<file path="src/rtl/viterbi_frame_ctrl.sv">
// Frame sequencer for the conv-encoder -> channel -> Viterbi link: enc_en/enc_din 1 cycle after the source handshake, dec_en/err_mask 1 cycle later.
// Source backpressure via src_ready (high only in SEND); optional BER counters under `VITERBI_CTRL_BER_COUNT_EN.
module viterbi_frame_ctrl #(
  parameter int FRAME_LEN       = 256,
  parameter int TAIL_LEN        = 2,
  parameter int DEC_LAT         = 16,
  parameter int ERR_PERIOD_LOG2 = 4
) (
  input  logic       clk,
  input  logic       rst,
  input  logic       start,
  input  logic       abort,
  input  logic       err_en,
  input  logic [1:0] err_pattern,
  input  logic       src_valid,
  input  logic       src_bit,
  output logic       src_ready,
  output logic       enc_en,
  output logic       enc_din,
  output logic       dec_en,
  output logic [1:0] err_mask,
  output logic       busy,
  output logic       frame_done
`ifdef VITERBI_CTRL_BER_COUNT_EN
  ,
  input  logic        dec_bit,
  output logic [15:0] inj_bit_cnt,
  output logic [15:0] dec_err_cnt
`endif
);

  typedef enum logic [2:0] {ST_IDLE, ST_SEND, ST_TAIL, ST_DRAIN, ST_DONE} state_t;

  localparam int SYM_W   = $clog2(FRAME_LEN + TAIL_LEN + DEC_LAT + 1);
  localparam int CNT_A   = (FRAME_LEN > TAIL_LEN) ? FRAME_LEN : TAIL_LEN;
  localparam int CNT_MAX = (CNT_A > DEC_LAT + 2) ? CNT_A : DEC_LAT + 2;
  localparam int CNT_W   = $clog2(CNT_MAX + 1);

  localparam logic [CNT_W-1:0] C_SEND_LAST  = CNT_W'(FRAME_LEN - 1);
  localparam logic [CNT_W-1:0] C_TAIL_LAST  = CNT_W'(TAIL_LEN - 1);
  localparam logic [CNT_W-1:0] C_DRAIN_REQ  = CNT_W'(DEC_LAT);
  localparam logic [CNT_W-1:0] C_DRAIN_LAST = CNT_W'(DEC_LAT + 1);
  localparam logic [SYM_W-1:0] C_ERR_LIMIT  = SYM_W'(FRAME_LEN + TAIL_LEN);

  state_t           r_state;
  state_t           w_state_nxt;
  logic [CNT_W-1:0] r_cnt;
  logic [SYM_W-1:0] r_sym_idx;
  logic             r_enc_en;
  logic             r_enc_din;
  logic             r_dec_en;
  logic [1:0]       r_err_mask;
  logic             r_err_en;
  logic [1:0]       r_err_pat;
  logic             w_hs;
  logic             w_abort;
  logic             w_start_frame;
  logic             w_enc_req;
  logic             w_enc_bit;
  logic             w_err_hit;

  assign src_ready  = (r_state == ST_SEND);
  assign busy       = (r_state != ST_IDLE);
  assign frame_done = (r_state == ST_DONE);
  assign enc_en     = r_enc_en;
  assign enc_din    = r_enc_din;
  assign dec_en     = r_dec_en;
  assign err_mask   = r_err_mask;

  assign w_hs          = src_valid & src_ready;
  assign w_abort       = abort & busy;
  assign w_start_frame = start & (r_state == ST_IDLE);
  // r_sym_idx is the index of the symbol that r_enc_en turns into dec_en next cycle
  assign w_err_hit = r_enc_en & r_err_en & (r_sym_idx < C_ERR_LIMIT)
                   & (&r_sym_idx[ERR_PERIOD_LOG2-1:1]);

  always_comb begin
    w_state_nxt = r_state;
    w_enc_req   = 1'b0;
    w_enc_bit   = 1'b0;
    case (r_state)
      ST_IDLE: begin
        if (start) w_state_nxt = ST_SEND;
      end
      ST_SEND: begin
        if (w_hs) begin
          w_enc_req = 1'b1;
          w_enc_bit = src_bit;
          if (r_cnt == C_SEND_LAST) w_state_nxt = ST_TAIL;
        end
      end
      ST_TAIL: begin
        w_enc_req = 1'b1;
        if (r_cnt == C_TAIL_LAST) w_state_nxt = ST_DRAIN;
      end
      ST_DRAIN: begin
        // two extra idle cycles let the last request reach dec_en before DONE
        w_enc_req = (r_cnt < C_DRAIN_REQ);
        if (r_cnt == C_DRAIN_LAST) w_state_nxt = ST_DONE;
      end
      ST_DONE: begin
        w_state_nxt = ST_IDLE;
      end
      default: begin
        w_state_nxt = ST_IDLE;
      end
    endcase
    if (w_abort) begin
      w_state_nxt = ST_IDLE;
      w_enc_req   = 1'b0;
      w_enc_bit   = 1'b0;
    end
  end

  always_ff @(posedge clk or posedge rst) begin
    if (rst) begin
      r_state    <= ST_IDLE;
      r_cnt      <= '0;
      r_sym_idx  <= '0;
      r_enc_en   <= 1'b0;
      r_enc_din  <= 1'b0;
      r_dec_en   <= 1'b0;
      r_err_mask <= 2'b00;
      r_err_en   <= 1'b0;
      r_err_pat  <= 2'b00;
    end else begin
      r_state <= w_state_nxt;
      if (w_state_nxt != r_state) begin
        r_cnt <= '0;
      end else if (w_hs || (r_state == ST_TAIL) || (r_state == ST_DRAIN)) begin
        r_cnt <= r_cnt + CNT_W'(1);
      end
      r_enc_en   <= w_enc_req;
      r_enc_din  <= w_enc_bit;
      r_dec_en   <= r_enc_en & ~w_abort;
      r_err_mask <= (w_err_hit & ~w_abort) ? r_err_pat : 2'b00;
      if (w_start_frame) begin
        r_sym_idx <= '0;
        r_err_en  <= err_en;
        r_err_pat <= err_pattern;
      end else if (r_enc_en) begin
        r_sym_idx <= r_sym_idx + SYM_W'(1);
      end
    end
  end

`ifdef VITERBI_CTRL_BER_COUNT_EN
  localparam int IDX_W = $clog2(FRAME_LEN);
  localparam int RD_W  = $clog2(FRAME_LEN + 1);

  logic               r_pay [2**IDX_W];
  logic [DEC_LAT-1:0] r_dec_dly;
  logic [RD_W-1:0]    r_rd_cnt;
  logic [15:0]        r_inj_cnt;
  logic [15:0]        r_dec_err_cnt;
  logic               w_chk;
  logic [16:0]        w_inj_sum;

  assign inj_bit_cnt = r_inj_cnt;
  assign dec_err_cnt = r_dec_err_cnt;
  assign w_chk       = r_dec_dly[DEC_LAT-1] & (r_rd_cnt < RD_W'(FRAME_LEN));
  assign w_inj_sum   = {1'b0, r_inj_cnt} + {16'd0, r_err_mask[1]} + {16'd0, r_err_mask[0]};

  // r_cnt equals the handshake count while in SEND, so it doubles as the write pointer
  always_ff @(posedge clk) begin
    if (w_hs) r_pay[r_cnt[IDX_W-1:0]] <= src_bit;
  end

  always_ff @(posedge clk or posedge rst) begin
    if (rst) begin
      r_dec_dly     <= '0;
      r_rd_cnt      <= '0;
      r_inj_cnt     <= '0;
      r_dec_err_cnt <= '0;
    end else if (w_start_frame) begin
      r_dec_dly     <= '0;
      r_rd_cnt      <= '0;
      r_inj_cnt     <= '0;
      r_dec_err_cnt <= '0;
    end else begin
      r_dec_dly <= w_abort ? '0 : ((r_dec_dly << 1) | DEC_LAT'(r_dec_en));
      r_inj_cnt <= w_inj_sum[16] ? 16'hFFFF : w_inj_sum[15:0];
      if (w_chk) begin
        r_rd_cnt <= r_rd_cnt + RD_W'(1);
        if ((dec_bit != r_pay[r_rd_cnt[IDX_W-1:0]]) && (r_dec_err_cnt != 16'hFFFF)) begin
          r_dec_err_cnt <= r_dec_err_cnt + 16'd1;
        end
      end
    end
  end
`endif

endmodule

</file>
<file path="config.mk">
export PLATFORM = sky130hd
export DESIGN_NAME = viterbi_frame_ctrl
export DESIGN_NICKNAME = d
export VERILOG_FILES = /design/src/rtl/viterbi_frame_ctrl.sv
export SDC_FILE = /design/constraint.sdc
export NUM_CORES = 1
export LEC_CHECK = 0
export CAP_MARGIN = 20
export CORE_MARGIN = 2
export CORE_UTILIZATION = 50
export DETAILED_ROUTE_END_ITERATION = 10
export PLACE_DENSITY = 0.78
export REMOVE_ABC_BUFFERS = 1
export SLEW_MARGIN = 10
export SYNTH_ARGS = -nofsm -noshare
export SYNTH_HDL_FRONTEND = slang
export SYNTH_SLANG_ARGS = --single-unit
</file>
<file path="constraint.sdc">
create_clock -name clk -period 4.8 [get_ports clk]
set_input_delay 0.72 -clock clk [delete_from_list [all_inputs] [get_ports clk]]
set_output_delay 0.72 -clock clk [all_outputs]
set_load 0.01 [all_outputs]
</file>
**Word level (Yosys, flattened, before mapping)**

Cells that the tools add are included.
Widths: inputs -> output; s select.

- Logic and storage cells: 55
- Bits in registers: 29
- Output and inout bits: 8

- Equal/unequal tests: 8
- Muxes and demuxes: 18
- Add/subtract/negate cells: 2
- Bitwise operators: 9
- Magnitude comparators: 2
- Reductions and logical operators: 7

Operators with widths:

| operator | number |
|---|---|
| $mux 9 | 4 |
| $add 9x1->9 const B | 2 |
| $mux 3 | 6 |
| $pmux 3 s4 | 1 |
| $eq 9x1->1 const B | 1 |
| $eq 9x5->1 const B | 1 |
| $eq 9x8->1 const B | 1 |
| $lt 9x5->1 const B | 1 |
| $lt 9x9->1 const B | 1 |
| $and 1x1->1 | 8 |
| $eq 3x2->1 const B | 2 |
| $mux 1 | 5 |
| $reduce_bool 2->1 | 2 |
| $eq 3x1->1 const B | 1 |
| $eq 3x3->1 const B | 1 |
| $logic_not 3->1 | 1 |
| $ne 3x3->1 | 1 |
| $pmux 1 s3 | 1 |
| $reduce_and 3->1 | 1 |
| $reduce_bool 3->1 | 1 |
| $logic_or 1x1->1 | 2 |
| $mux 2 | 1 |
| $not 1->1 | 1 |

**Depth between registers and ports, before layout**

Gate-level depths: netlist (run 1).

- Depth after elaboration: 7
- Mapped depth: 7
- Depth with buffers taken out: 7

**Worst setup path after synthesis (run 1)**

Ideal clock, no wire load.

- Path kind: register -> register
- From: register r_cnt[5]
- To: register r_cnt[1]
- Setup slack: 2.838 ns
- Period minus slack after synthesis: 1.962 ns
- Cell stages (with the launch flop): 8
- Library setup time: 0.111 ns
- Arrival: 1.851 ns
- Data required time: 4.689 ns
- Cells stage by stage: dfrtp_1 and4_1 and4_1 ha_1 and3_1 nor4_1 o31ai_2 a2111oi_2

- Word-level cells in the longest chain between the ends: 7
- Elaborated cells on any way between the ends: 12
- Classes of those cells: 4 x eq/ne; 7 x mux; 1 x reduce/logical

RTL lines:

| what | RTL line | source |
|---|---|---|
| start, declared | 47 | `logic [CNT_W-1:0] r_cnt;` |
| start signal, assigned | 131 | `r_cnt <= r_cnt + CNT_W'(1);` |
| $eq 9x8->1 | 89 | `if (r_cnt == C_SEND_LAST) w_state_nxt = ST_TAIL;` |
| $mux 3 | 89 |  |
| $mux 3 | 86 | `if (w_hs) begin` |
| $pmux 3 s4 (*) | 81 | `case (r_state)` |
| $mux 3 (*) | 108 | `if (w_abort) begin` |
| $ne 3x3->1 (*) | 128 | `if (w_state_nxt != r_state) begin` |
| $mux 9 / $reduce_bool 2->1 (equally long branches) | - |  |

Every way passes the cells marked *; elsewhere a longest branch is shown, timed or not.
A chain may end at the register's enable or synchronous reset.

**Worst setup path in the final report (run 1)**

- From: register r_state[1]
- To: output port frame_done

- Word-level cells in the longest chain between the ends: 1

RTL lines:

| what | RTL line | source |
|---|---|---|
| start, declared | 45 | `state_t r_state;` |
| start signal, assigned | 127 | `r_state <= w_state_nxt;` |
| $eq 3x3->1 | 64 | `assign frame_done = (r_state == ST_DONE);` |
| end, declared | 23 | `output logic frame_done` |

Every way passes these cells.

==> results by group, run 1 <==
Critical path
  – Top Family by Delay on Critical Path: flip-flops
  – Reg-to-reg setup timing slack: about 2600 ps
  – WP data required: 4080 ps
  – CP Launch Type: flip-flop
  – Cells along the critical path: nor2_2 > and2_1 > clkdlybuf4s50_1
  – Buf/Inv on CP: 1
  – CP max stage delay: 540 ps
  – Worst path slowest cell: dfrtp_1
  – CP Class: reg -> out
  – CP Capture Type: primary output
  – FF-to-FF path depth: 7
  – Crit path max fanout: 13
  – CP arrival: 1830 ps
  – Stages on worst setup path: 3
  – Worst r2r dst: r_cnt[1]
  – R2R Path Start: r_cnt[5]

Run
  – Max Cap Viol: 0

Logic synthesis
  – Post-Syn Area per Cell: 10.53 um^2
  – Synthesis Warnings: 0
  – Cell type with the largest total area after synthesis: dfrtp_1
  – Synthesized area: 1538 um^2
  – Async set-reset flop share out of synthesis: 100.0%
  – Largest cells by area after synthesis: dfrtp_1 47%, nor2_1 4.6%, xor2_1 4.6%, ha_1 3.3%, xnor2_1 2.8%
  – Area fraction of the dominant cell type after synthesis: 47.19%
  – #FFs+latches synth: 29
  – Post-synth EDFFs: 0
  – Synth cell types: 41
  – Top FF cell, synth: dfrtp_1
  – Gate count of the mapped netlist: 146
  – Seq/Total Area, Yosys: 47.19%

Cells and area
  – Area delta synth->final: 17.01%
  – Final #Nets: 179
  – Filler instances: 265
  – Commonest non-fill, non-tap cell in the layout: dfrtp_1
  – Final std cells w/o fill: 200
  – Antenna diodes: 0
  – Most frequent cells in the layout: 29 x dfrtp_1, 19 x nor2_1, 16 x clkdlybuf4s50_1, 8 x xor2_1, 8 x nand2_1
  – Share of cells above drive strength 1: 13.17%

Clock network
  – Cts-stage hold buffer count: 0
  – Clk buf depth: 2
  – CTS tree: done
  – Sink Count: 29
  – Clock slew at the register clock pins of the worst setup and hold paths: around 100 ps
  – CTS resizes: 0
  – Post-CTS Setup Inserts: 0
  – H-tree Lvls: 2
  – Worst-skew pair later-pin latency: 330 ps
  – CTS Buf Count: 5
  – CTS Root Cell: clkbuf_4

Timing
  – Fin. max-slew vios: 0
  – RSZ-0062 raised after global routing: false
  – FMAX: 392.6 MHz
  – Slew headroom: about two thirds
  – Final cycle utilization of the critical path: a little over half
  – Setup Skew: 12.27 ps
  – Final hold viol count: 0
  – Fin Setup TNS: 0 ps
  – Slew of the pin with the lowest slew margin: 480.7 ps
  – Period minus WS final: 2547 ps
  – # setup viols final: 0

Power and ir drop
  – Clk network pwr share: 27.4%
  – Psw: between 150 and 200 uW
  – Sequential share of power: between 50% and 60%
  – Logic pwr share: between 10% and 20%
  – Peak VDD IR: about 0.15 mV
  – Leakage Power: ~0.0008 uW
  – Cell-internal power: ~360 uW
  – Power per cell area: 288.7 nW/um^2
  – Sw frac: 30.04%

Floorplanning
  – Ports: 17
  – Starting Density: 51.64%
  – Die Wd: 59.46 um
  – FP Rows: 20
  – Height of the die: 59.46 um
  – Core Footprint: 2978 um^2
  – DIE AREA: 3535 um^2

Global routing
  – Vias in the first global route: 1059
  – Tot GR Track Use: 19.64%
  – Total grt overflow: 0
  – First-pass GRT wire length: about 5000 um
  – Initial antenna violation count: 0
  – Largest net degree at the start of global routing: 30

Route
  – Drc violations: 0
  – Iter 0 DRT Violations: 52
  – Final WL: 2869 um
  – DR vias/cell: ~5.7
  – Router iterations before antenna repair: 6
  – Final ANT Viol Nets: 0
  – Wire length per cell: about 14 um
  – Vias: 1139

Hold path
  – Min-Delay Path Class: reg -> reg
  – WHS Endpoint: err_mask[1]
  – Cells on Worst Hold Path: 1
  – Hold path startpoint: r_err_pat[1]

Outcome
  – Outcome: completed

Place
  – Dpl cells: between 150 and 200
  – IO Port Bufs: 16
  – Post-DP HPWL: 2125 um
  – Routability congestion estimate: 0.8604
## logic make-up (layout without fill, tap and decap cells)
logic type      after synthesis  after routing  share of synthesized area, %
compound gates               18             18                         10.09
xor+xnor                     13             13                         7.404
fa+ha+maj                     4              4                         3.255
buf+inv                      11             32                         3.417
flops                        29             29                         47.19
mux                           4              4                         2.848
simple gates                 67             67                         25.79
## per-stage QoR
step	hold WS [ps]	setup WS (ps)	instance area (um^2)	power (uW)	util (%)
detailed placement	468.7	2454	1717	380.9	57.65
finish	488.3	2253	1799	519.4	60.42
global placement	454.7	2515	1717	375.4	57.65
global route	512.2	2091	1799	553.5	60.42
CTS	493.1	2235	1772	525.7	59.50
floorplan	445.5	2838	1508	343.1	-
## layer usage
layer  wire length, um  global-route usage (%)
met4                36                   5.844
met2              1437                   30.30
met5                 0                       0
met1              1273                   26.23
met3               121                   6.550
## how the worst max path moves through the flow
stage	start	to
2_1_floorplan	r_cnt[5]	r_cnt[1]
3_3_place_gp	src_valid	r_cnt[8]
3_5_place_dp	src_valid	r_cnt[8]
4_1_cts	r_state[1]	frame_done
5_1_grt	r_state[0]	src_ready
6_report	r_state[1]	frame_done
## final cells by class
class | instances | area, um^2 | area share, %
Clock buffer | 5 | 37.54 | 2.086
Clock inverter | 3 | 17.52 | 0.9736
Inverter | 6 | 22.52 | 1.252
Multi-Input combinational cell | 106 | 759.5 | 42.21
Sequential cell | 29 | 725.7 | 40.33
Tap cell | 33 | 41.29 | 2.295
Timing Repair Buffer | 18 | 195.2 | 10.85
## power groups by stage
stage | clock, uW | sequential (uW) | combinational [uW]
final | 142 | 280 | 96.7
after global routing | 161 | 285 | 108
after CTS | 149 | 281 | 95.5
after detailed placement | 0 | 286 | 95.0
after global placement | 0 | 284 | 91.0
after floorplan | 0 | 281 | 62.1
## cells in the mapped netlist, types with 2 or more instances
master / count
buf_4: 2
and2_1: 4
nand2_1: 8
buf_2: 3
and3_1: 3
xnor2_1: 5
ha_1: 4
dfrtp_1: 29
nand4_1: 5
inv_1: 5
and4b_1: 2
a2111oi_2: 2
and4_1: 3
nor2_1: 19
nor4_1: 3
a21oi_1: 5
nor3b_1: 2
mux2_2: 2
o21ai_0: 4
nand3_1: 3
or3_1: 3
nor3_1: 4
xor2_1: 8
## flip-flops by register name, summed over array words and instances (netlist names)
signal and count:
dec_en 1, enc_din 1, r_err_en 1, r_cnt 9
err_mask 2, r_err_pat 2, r_sym_idx 9, r_state 3
enc_en 1
(Power assumes the default switching activity.)
==> run 2: changes to the inputs <==
==> constraint.sdc (replaced) <==
create_clock -name clk -period 2.6 [get_ports clk]
set_input_delay 0.39 -clock clk [delete_from_list [all_inputs] [get_ports clk]]
set_output_delay 0.39 -clock clk [all_outputs]
set_load 0.01 [all_outputs]
==> run 2 against run 1 <==
Clock-buffer cell count increased by 2. Combinational power increased by 78%. Die area unchanged. Global-route usage decreased by 0.61 points. First-iteration DRC count decreased by 38%.
==> results by group, run 2 (synthesis results as in run 1) <==
Place
  – Routability congestion estimate: 0.9019
  – Area of placed instances: 1724 um^2
  – Post-DP HPWL: 2186 um
  – IO Port Bufs: 16

Cells and area
  – Final #Nets: 179
  – Most frequent cells in the layout: 29 x dfrtp_1, 19 x nor2_1, 16 x clkdlybuf4s50_1, 8 x xor2_1, 8 x nand2_1
  – Post-route cell area: 1809 um^2
  – Filler instances: 246
  – Final core utilization: 60.76%
  – Largest regs: r_cnt x9, r_sym_idx x9, r_state x3
  – Area delta synth->final: 17.66%
  – Share of cells above drive strength 1: 12.57%
  – Commonest non-fill, non-tap cell in the layout: dfrtp_1
  – Antenna diodes: 0

Floorplanning
  – Die Wd: 59.46 um
  – DIE AREA: 3535 um^2
  – Ports: 17
  – FP Rows: 20
  – Height of the die: 59.46 um
  – Core Footprint: just under 3000 um^2
  – Starting Density: around half

Hold path
  – Min-Delay Path Class: in -> async

Timing
  – Final hold viol count: 0
  – Slew headroom: slightly below 70%
  – Fin Setup TNS: 0 ps
  – FMAX: 442.0 MHz
  – # setup viols final: 0
  – RSZ-0062 raised after global routing: false
  – Slew of the pin with the lowest slew margin: 469.2 ps
  – Setup Skew: 9.346 ps
  – Fin. max-slew vios: 0
  – Period minus WS final: roughly 2300 ps
  – Final cycle utilization of the critical path: 87.03%

Critical path
  – CP Launch Type: flip-flop
  – Crit path max fanout: 12
  – WP data required: 2210 ps
  – CP Capture Type: primary output
  – CP arrival: 1870 ps
  – CP Class: reg -> out

Power and ir drop
  – Sw frac: 26.08%
  – Power per cell area: 594.3 nW/um^2
  – Logic pwr share: 16.0%
  – Psw: approximately 280 uW
  – Leakage Power: approximately 0.00080 uW
  – Clk network pwr share: 35.7%
  – Sequential share of power: 48.3%
  – Peak VDD IR: 0.5351 mV
  – Cell-internal power: about 800 uW
  – Total Power: between 1000 and 1500 uW

Global routing
  – Vias in the first global route: 1074
  – First-pass GRT wire length: about 4800 um
  – Tot GR Track Use: 19.03%
  – Largest net degree at the start of global routing: 30
  – Total grt overflow: 0
  – Initial antenna violation count: 0

Clock network
  – Sink Count: 29
  – CTS resizes: 0
  – Clk buf depth: 2
  – CTS Root Cell: clkbuf_4
  – H-tree Lvls: 2
  – Worst-skew pair later-pin latency: 330 ps
  – CTS Buf Count: 5
  – Post-CTS Setup Inserts: 0
  – CTS tree: done
  – Clock slew at the register clock pins of the worst setup and hold paths: 90 ps
  – Cts-stage hold buffer count: 0

Route
  – Vias: around 1200
  – Router iterations before antenna repair: 4
  – Drc violations: 0
  – DR vias/cell: 5.760
  – Final WL: 2913 um
  – Final ANT Viol Nets: 0
  – Iter 0 DRT Violations: 32
  – Wire length per cell: around 15 um

Outcome
  – Outcome: completed

Run
  – Max Cap Viol: 0
[run 2: worst paths after layout]
check                                  start           to  cells after the start  slack (ps)
worst max register to register      r_cnt[5]     r_cnt[1]                      7         430
min in group clk                r_err_pat[1]  err_mask[1]                      1         490
worst min-delay path                     rst     r_cnt[5]                      3         410
worst max-delay path              r_state[0]    src_ready                      3         340
max in group asynchronous                rst     r_cnt[3]                      3        1920
worst min register to register  r_err_pat[1]  err_mask[1]                      1         490
[run 2: critical path, stage by stage (launching register included)]
cell             delay [ps]
dfrtp_1                 580
inv_1                   120
nor3_1                  250
clkdlybuf4s50_1         590
[run 2: power by group through the flow]
stage | Clock (uW) | Sequential (uW) | Combinational (uW)
2_1_floorplan | 0 | 519 | 115
4_1_cts | 394 | 520 | 175
5_1_grt | 413 | 526 | 194
3_3_place_gp | 0 | 525 | 168
3_5_place_dp | 0 | 529 | 174
6_report | 384 | 520 | 172
[run 2: metal layers]
layer / vias to the layer above / track usage (%) / share of wire [%]
met5: - / 0 / 0
met2: 34 / 31.55 / 51
met1: 550 / 22.28 / 42
li1: 563 / - / -
met4: 0 / 7.143 / 1.4
met3: 5 / 7.205 / 5.7
[run 2: metrics by stage]
| stage | instances | setup slack [ps] | hold slack, ps |
|---|---|---|---|
| 2_1_floorplan | 141 | 637.6 | 445.5 |
| 5_1_grt | 200 | 221.8 | 418.6 |
| 3_3_place_gp | 192 | 541.8 | 455.0 |
| 4_1_cts | 200 | 324.1 | 406.4 |
| 3_5_place_dp | 192 | 460.5 | 471.8 |
| 6_report | 200 | 337.3 | 405.5 |
[run 2: layout make-up]
type	instances	area [um^2]	share of cell area (%)
clock buffers	7	55.05	3.043
clock inverters	1	30.03	1.660
inverters	6	22.52	1.245
multi-input cells	106	759.5	41.98
flip-flops and latches	29	725.7	40.11
well taps	33	41.29	2.282
repair buffers	18	175.2	9.682
